[src/rtl/shift_pkg.sv]
// Shared types and helpers for the pipelined shifter: shift mode encoding and
// the pipeline-depth function used to size stages and shift-amount fields.
package shift_pkg;

  typedef enum logic [1:0] {
    SLL = 2'd0,
    SRL = 2'd1,
    SRA = 2'd2,
    ROR = 2'd3
  } shift_mode_t;

  // Number of pipeline stages, and of shift-amount bits consumed, for width n.
  function automatic int shift_levels(input int n);
    return $clog2(n);
  endfunction

endpackage

[src/rtl/shift_stage.sv]
// One pipeline stage of the shifter: conditionally shifts/rotates by 2**STAGE,
// holds the result in a registered slot and computes its local ready.
module shift_stage
  import shift_pkg::*;
#(
  parameter int N     = 32,
  parameter int STAGE = 0,
  localparam int L    = shift_levels(N)
) (
  input  logic         clk,
  input  logic         rst,
  input  logic         up_valid_i,
  input  logic [N-1:0] up_data_i,
  input  logic [1:0]   up_mode_i,
  input  logic [L-1:0] up_shamt_i,
  output logic         up_ready_o,
  input  logic         dn_ready_i,
  output logic         valid_o,
  output logic [N-1:0] data_o,
  output logic [1:0]   mode_o,
  output logic [L-1:0] shamt_o
);

  localparam int SH = 1 << STAGE;
  // Shift-amount bits at or below this stage are spent once this stage acts.
  localparam logic [L-1:0] KEEP_MASK = {L{1'b1}} << (STAGE + 1);

  shift_mode_t  mode;
  logic [N-1:0] shifted;
  logic [N-1:0] stage_out;

  logic         valid_q, valid_d;
  logic [N-1:0] data_q,  data_d;
  logic [1:0]   mode_q,  mode_d;
  logic [L-1:0] shamt_q, shamt_d;

  assign mode = shift_mode_t'(up_mode_i);

  always_comb begin
    shifted = up_data_i;
    unique case (mode)
      SLL: shifted = up_data_i << SH;
      SRL: shifted = up_data_i >> SH;
      SRA: shifted = $signed(up_data_i) >>> SH;
      ROR: shifted = (up_data_i >> SH) | (up_data_i << (N - SH));
      default: shifted = up_data_i;
    endcase
  end

  assign stage_out  = up_shamt_i[STAGE] ? shifted : up_data_i;
  assign up_ready_o = !valid_q || dn_ready_i;

  // NOTE: every next-state signal is given its hold value first, so no path
  // through this block leaves it unassigned and no latch is inferred.
  always_comb begin
    valid_d = valid_q;
    data_d  = data_q;
    mode_d  = mode_q;
    shamt_d = shamt_q;
    if (up_ready_o) begin
      valid_d = up_valid_i;
      // Payload only moves with a real beat, keeping idle inputs out of the slot.
      if (up_valid_i) begin
        data_d  = stage_out;
        mode_d  = up_mode_i;
        shamt_d = up_shamt_i & KEEP_MASK;
      end
    end
  end

  // NOTE: state registers use non-blocking assignment so every stage samples
  // its neighbour's pre-edge value and the pipeline advances one slot per clock.
  always_ff @(posedge clk) begin
    if (rst) begin
      valid_q <= 1'b0;
      data_q  <= '0;
      mode_q  <= '0;
      shamt_q <= '0;
    end else begin
      valid_q <= valid_d;
      data_q  <= data_d;
      mode_q  <= mode_d;
      shamt_q <= shamt_d;
    end
  end

  assign valid_o = valid_q;
  assign data_o  = data_q;
  assign mode_o  = mode_q;
  assign shamt_o = shamt_q;

endmodule

[src/rtl/shift_unit_pipelined.sv]
// Pipelined N-bit shifter (SLL/SRL/SRA/ROR) built as a chain of log2(N)
// shift_stage slots with a combinational ready chain from out_ready to in_ready.
module shift_unit_pipelined
  import shift_pkg::*;
#(
  parameter int N = 32
) (
  input  logic         clk,
  input  logic         rst,
  input  logic         in_valid,
  output logic         in_ready,
  input  logic [N-1:0] in_data,
  input  logic [N-1:0] in_shamt,
  input  logic [1:0]   in_mode,
  output logic         out_valid,
  input  logic         out_ready,
  output logic [N-1:0] out_data
);

  localparam int L = shift_levels(N);

  if (N < 4 || (N & (N - 1)) != 0) begin : g_bad_width
    $error("shift_unit_pipelined: N must be a power of two and at least 4");
  end

  for (genvar k = 0; k < L; k++) begin : g_stage
    logic         up_valid;
    logic [N-1:0] up_data;
    logic [1:0]   up_mode;
    logic [L-1:0] up_shamt;
    logic         up_ready;
    logic         dn_ready;
    logic         valid;
    logic [N-1:0] data;
    logic [1:0]   mode;
    logic [L-1:0] shamt;

    if (k == 0) begin : g_head
      // Upper shift-amount bits are ignored, matching RISC-V shift semantics.
      assign up_valid = in_valid;
      assign up_data  = in_data;
      assign up_mode  = in_mode;
      assign up_shamt = in_shamt[L-1:0];
    end else begin : g_link
      assign up_valid = g_stage[k-1].valid;
      assign up_data  = g_stage[k-1].data;
      assign up_mode  = g_stage[k-1].mode;
      assign up_shamt = g_stage[k-1].shamt;
    end

    if (k == L - 1) begin : g_tail
      assign dn_ready = out_ready;
    end else begin : g_mid
      assign dn_ready = g_stage[k+1].up_ready;
    end

    shift_stage #(
      .N     (N),
      .STAGE (k)
    ) u_stage (
      .clk        (clk),
      .rst        (rst),
      .up_valid_i (up_valid),
      .up_data_i  (up_data),
      .up_mode_i  (up_mode),
      .up_shamt_i (up_shamt),
      .up_ready_o (up_ready),
      .dn_ready_i (dn_ready),
      .valid_o    (valid),
      .data_o     (data),
      .mode_o     (mode),
      .shamt_o    (shamt)
    );
  end

  assign in_ready  = g_stage[0].up_ready;
  assign out_valid = g_stage[L-1].valid;
  assign out_data  = g_stage[L-1].data;

  // The last slot's mode and (fully spent) shift amount have no consumer.
  logic unused_bits;
  assign unused_bits = ^{in_shamt[N-1:L], g_stage[L-1].shamt, g_stage[L-1].mode};

endmodule

[config.mk]
export PLATFORM = sky130hd
export DESIGN_NAME = shift_unit_pipelined
export DESIGN_NICKNAME = d
export VERILOG_FILES = /design/src/rtl/shift_pkg.sv /design/src/rtl/shift_stage.sv /design/src/rtl/shift_unit_pipelined.sv
export SDC_FILE = /design/constraint.sdc
export NUM_CORES = 1
export LEC_CHECK = 0
export ABC_AREA = 1
export CAP_MARGIN = 15
export CORE_ASPECT_RATIO = 0.5
export CORE_UTILIZATION = 44
export DETAILED_ROUTE_END_ITERATION = 16
export PLACE_DENSITY_LB_ADDON = 0.25
export SLEW_MARGIN = 10
export SYNTH_ARGS = -nofsm -noshare
export SYNTH_HDL_FRONTEND = slang
export SYNTH_SLANG_ARGS = --single-unit
[constraint.sdc]
create_clock -name clk -period 1.6 [get_ports clk]
set_input_delay 0.32 -clock clk [delete_from_list [all_inputs] [get_ports clk]]
set_output_delay 0.32 -clock clk [all_outputs]
set_load 0.01 [all_outputs]
==> run metrics, run 1 <==
Sink Count=183; number of setup violations in the final report=0; worst skew pair latency=430 ps; Congestion Overflow GR=0; Longest Clk Path Bufs=2; final core occ=0.537; IO Count=104; final setup skew=10.5 ps; number of nets with antenna violations after routing=0; Hold Fails Final Rpt=0; drt wl/cell=14.1 um; CP peak stage delay=360 ps; Slowest cell on crit path=dfxtp_4; clk slew on worst S/H paths=70 ps; critical path class=flip-flop to output port; sequential fraction of the synthesis area=0.393; Final period util=0.988; Hold Crit Class=input port to flip-flop; CP required=1280 ps; commonest non-fill, non-tap cell in the layout=o21ai_0; DR vias/cell=5.36; crit-path leading delay family=flip-flops; leakage power=4.66 nW; most frequent cells in the layout=257 x o21ai_0, 207 x nor2_1, 190 x nand2_1; Post-CTS Hold Fix Bufs=0; CP Max Fanout=3; CTS tree=built; number of global-route vias before repair=8179; via count=9351; Rows=37; die extent in y=105 um; syn_area_per_cell=6.52 sq um; die width=208 um; #FFs+latches synth=183; DRC viols=0; max_cap viols=0; Iteration-0 DRC Markers=1047; pin slew with the least headroom to its limit=547 ps; share of layout cells above drive strength 1=0.0727; Root Buffer=clkbuf_16; CP endpoint kind=output port; initial antenna violation count=0; core area=0.0206 sq mm; synth warn=0; GRT Total Usage=0.224; largest net degree at the start of global routing=66; crit path cell chain=nand3_4, nor2_4, nand3_2, buf_6; gpl congestion=0.833; cell area power density=971 mW/mm^2; CP bufs+invs=1; clock buffer count from CTS=17; final layout net count=1529; Max-Slew Margin vs Limit=0.632; Max VDD drop=0.000803 V; Critical Path Source Type=flip-flop; die area=0.0218 sq mm; Hold WS=349 ps; Total Wirelength=24600 um; # H-tree levels=4; starting density of the core=0.452; count of pins over their slew limit=0; DR pass1 iterations=8; Syn Inst Count=1430; Area Growth Syn to Fin=18.9%; Fmax achieved=632 MHz; Setup Total Neg Slack=0 ps; RSZ-0062 raised after global routing=true; PortBufs=76; dpl hpwl=16800 um; status=completed; synth unique cells=25; syn nets=1500; n_diodes=0; Worst EP arrival=1260 ps; min Tclk post-route=1580 ps; Mapped Area=0.00933 sq mm; global-route wire length before repair=40600 um
kinds of logic after synthesis:
family | share of synthesized area
AO/OA/AOI/OAI | 0.290
AND/OR/NAND/NOR | 0.204
buffers and inverters | 0.112
flip-flops | 0.393
XOR/XNOR | 0.000939
synth_stat cells (all sizes together):
master,n,area [sq um]
nand3,60,310
a31oi,19,125
o21ai,268,1340
nand2,193,732
o22ai,40,250
a211oi,8,60.1
buf,46,277
nor2,213,807
or2,9,56.3
clkbuf,67,253
xor2,1,8.76
inv,135,507
clkinv,3,11.3
dfxtp,183,3660
a21oi,185,926
what timing repair did:
item / 4_1_cts / 5_1_grt
endpoints found under the hold margin: 0 / 0
buffers inserted: 0 / 5
pin swaps: 0 / 1
gates cloned: 0 / 1
gates resized for setup: 39 / 12
setup endpoints to repair: 34 / 59
path summary, 6_finish.rpt:
path              cells after the start                           from  slack, ps                            end
setup / recovery                      4     g_stage[4].u_stage.valid_o         20                       in_ready
hold / removal                        5                      out_ready        350     g_stage[3].u_stage.valid_o
setup reg to reg                      8     g_stage[4].u_stage.valid_o        120   g_stage[0].u_stage.data_o[5]
hold reg to reg                       2  g_stage[0].u_stage.shamt_o[3]        460  g_stage[0].u_stage.shamt_o[3]
worst reg2reg max path: stages (launching register included):
cell and delay, ps:
dfxtp_4 360, nand3_4 80, nor2_4 140, nand3_2 110
buf_4 200, nand2_4 130, buf_12 190, nor2_1 90
nor2_1 110
registers in the layout (all words and copies together), names as in the netlist:
name                     cells
g_stage.u_stage.valid_o      5
g_stage.u_stage.mode_o       8
g_stage.u_stage.shamt_o     10
g_stage.u_stage.data_o     160
stage by stage:
stage | instance area, sq um | instances | setup WS, ps | power, mW
finish | 11100 | 1744 | 18.5 | 10.8
detailed placement | 10400 | 1707 | -370 | 6.62
floorplan | 9330 | 1430 | 201 | 6.08
global placement | 10400 | 1707 | -357 | 6.60
global route | 11100 | 1744 | -37.8 | 11.2
CTS | 11000 | 1738 | -89.6 | 10.8
layout make-up:
cell class / instances / area (sq um)
multi-input combinational: 996 / 4650
inverter: 138 / 526
fill: 2064 / 9560
clock inverter: 12 / 140
tap: 273 / 342
timing repair buffer: 123 / 1320
sequential: 183 / 3670
clock buffer: 19 / 443
where the power goes:
group,switching (mW),internal [mW]
combinational,0.944,0.617
clock,1.85,2.36
sequential,0.207,4.79
total,3.00,7.77
per-layer routing:
| metal | up-vias | wire length (um) | GRT usage |
|---|---|---|---|
| li1 | 4787 | - | - |
| met1 | 4247 | 12800 | 0.336 |
| met2 | 297 | 10500 | 0.336 |
| met3 | 20 | 1230 | 0.0331 |
| met4 | 0 | 174 | 0.0497 |
| met5 | - | 0 | 0 |
Power figures use the tool's default switching activity.
==> run 2, diff against run 1 <==
--- a/config.mk
+++ b/config.mk
@@ -11,7 +11,7 @@
 export CORE_UTILIZATION = 44
 export DETAILED_ROUTE_END_ITERATION = 16
 export PLACE_DENSITY_LB_ADDON = 0.25
-export SLEW_MARGIN = 10
+export SLEW_MARGIN = 0
 export SYNTH_ARGS = -nofsm -noshare
 export SYNTH_HDL_FRONTEND = slang
 export SYNTH_SLANG_ARGS = --single-unit
==> results of run 2 <==
Final layout, timing and power as in run 1 (identical DEF).
==> run 3, diff against run 2 <==
--- a/config.mk
+++ b/config.mk
@@ -11,7 +11,7 @@
 export CORE_UTILIZATION = 44
 export DETAILED_ROUTE_END_ITERATION = 16
 export PLACE_DENSITY_LB_ADDON = 0.25
-export SLEW_MARGIN = 0
+export SLEW_MARGIN = 15
 export SYNTH_ARGS = -nofsm -noshare
 export SYNTH_HDL_FRONTEND = slang
 export SYNTH_SLANG_ARGS = --single-unit
==> results of run 3 <==
Final layout, timing and power as in run 1 (identical DEF).
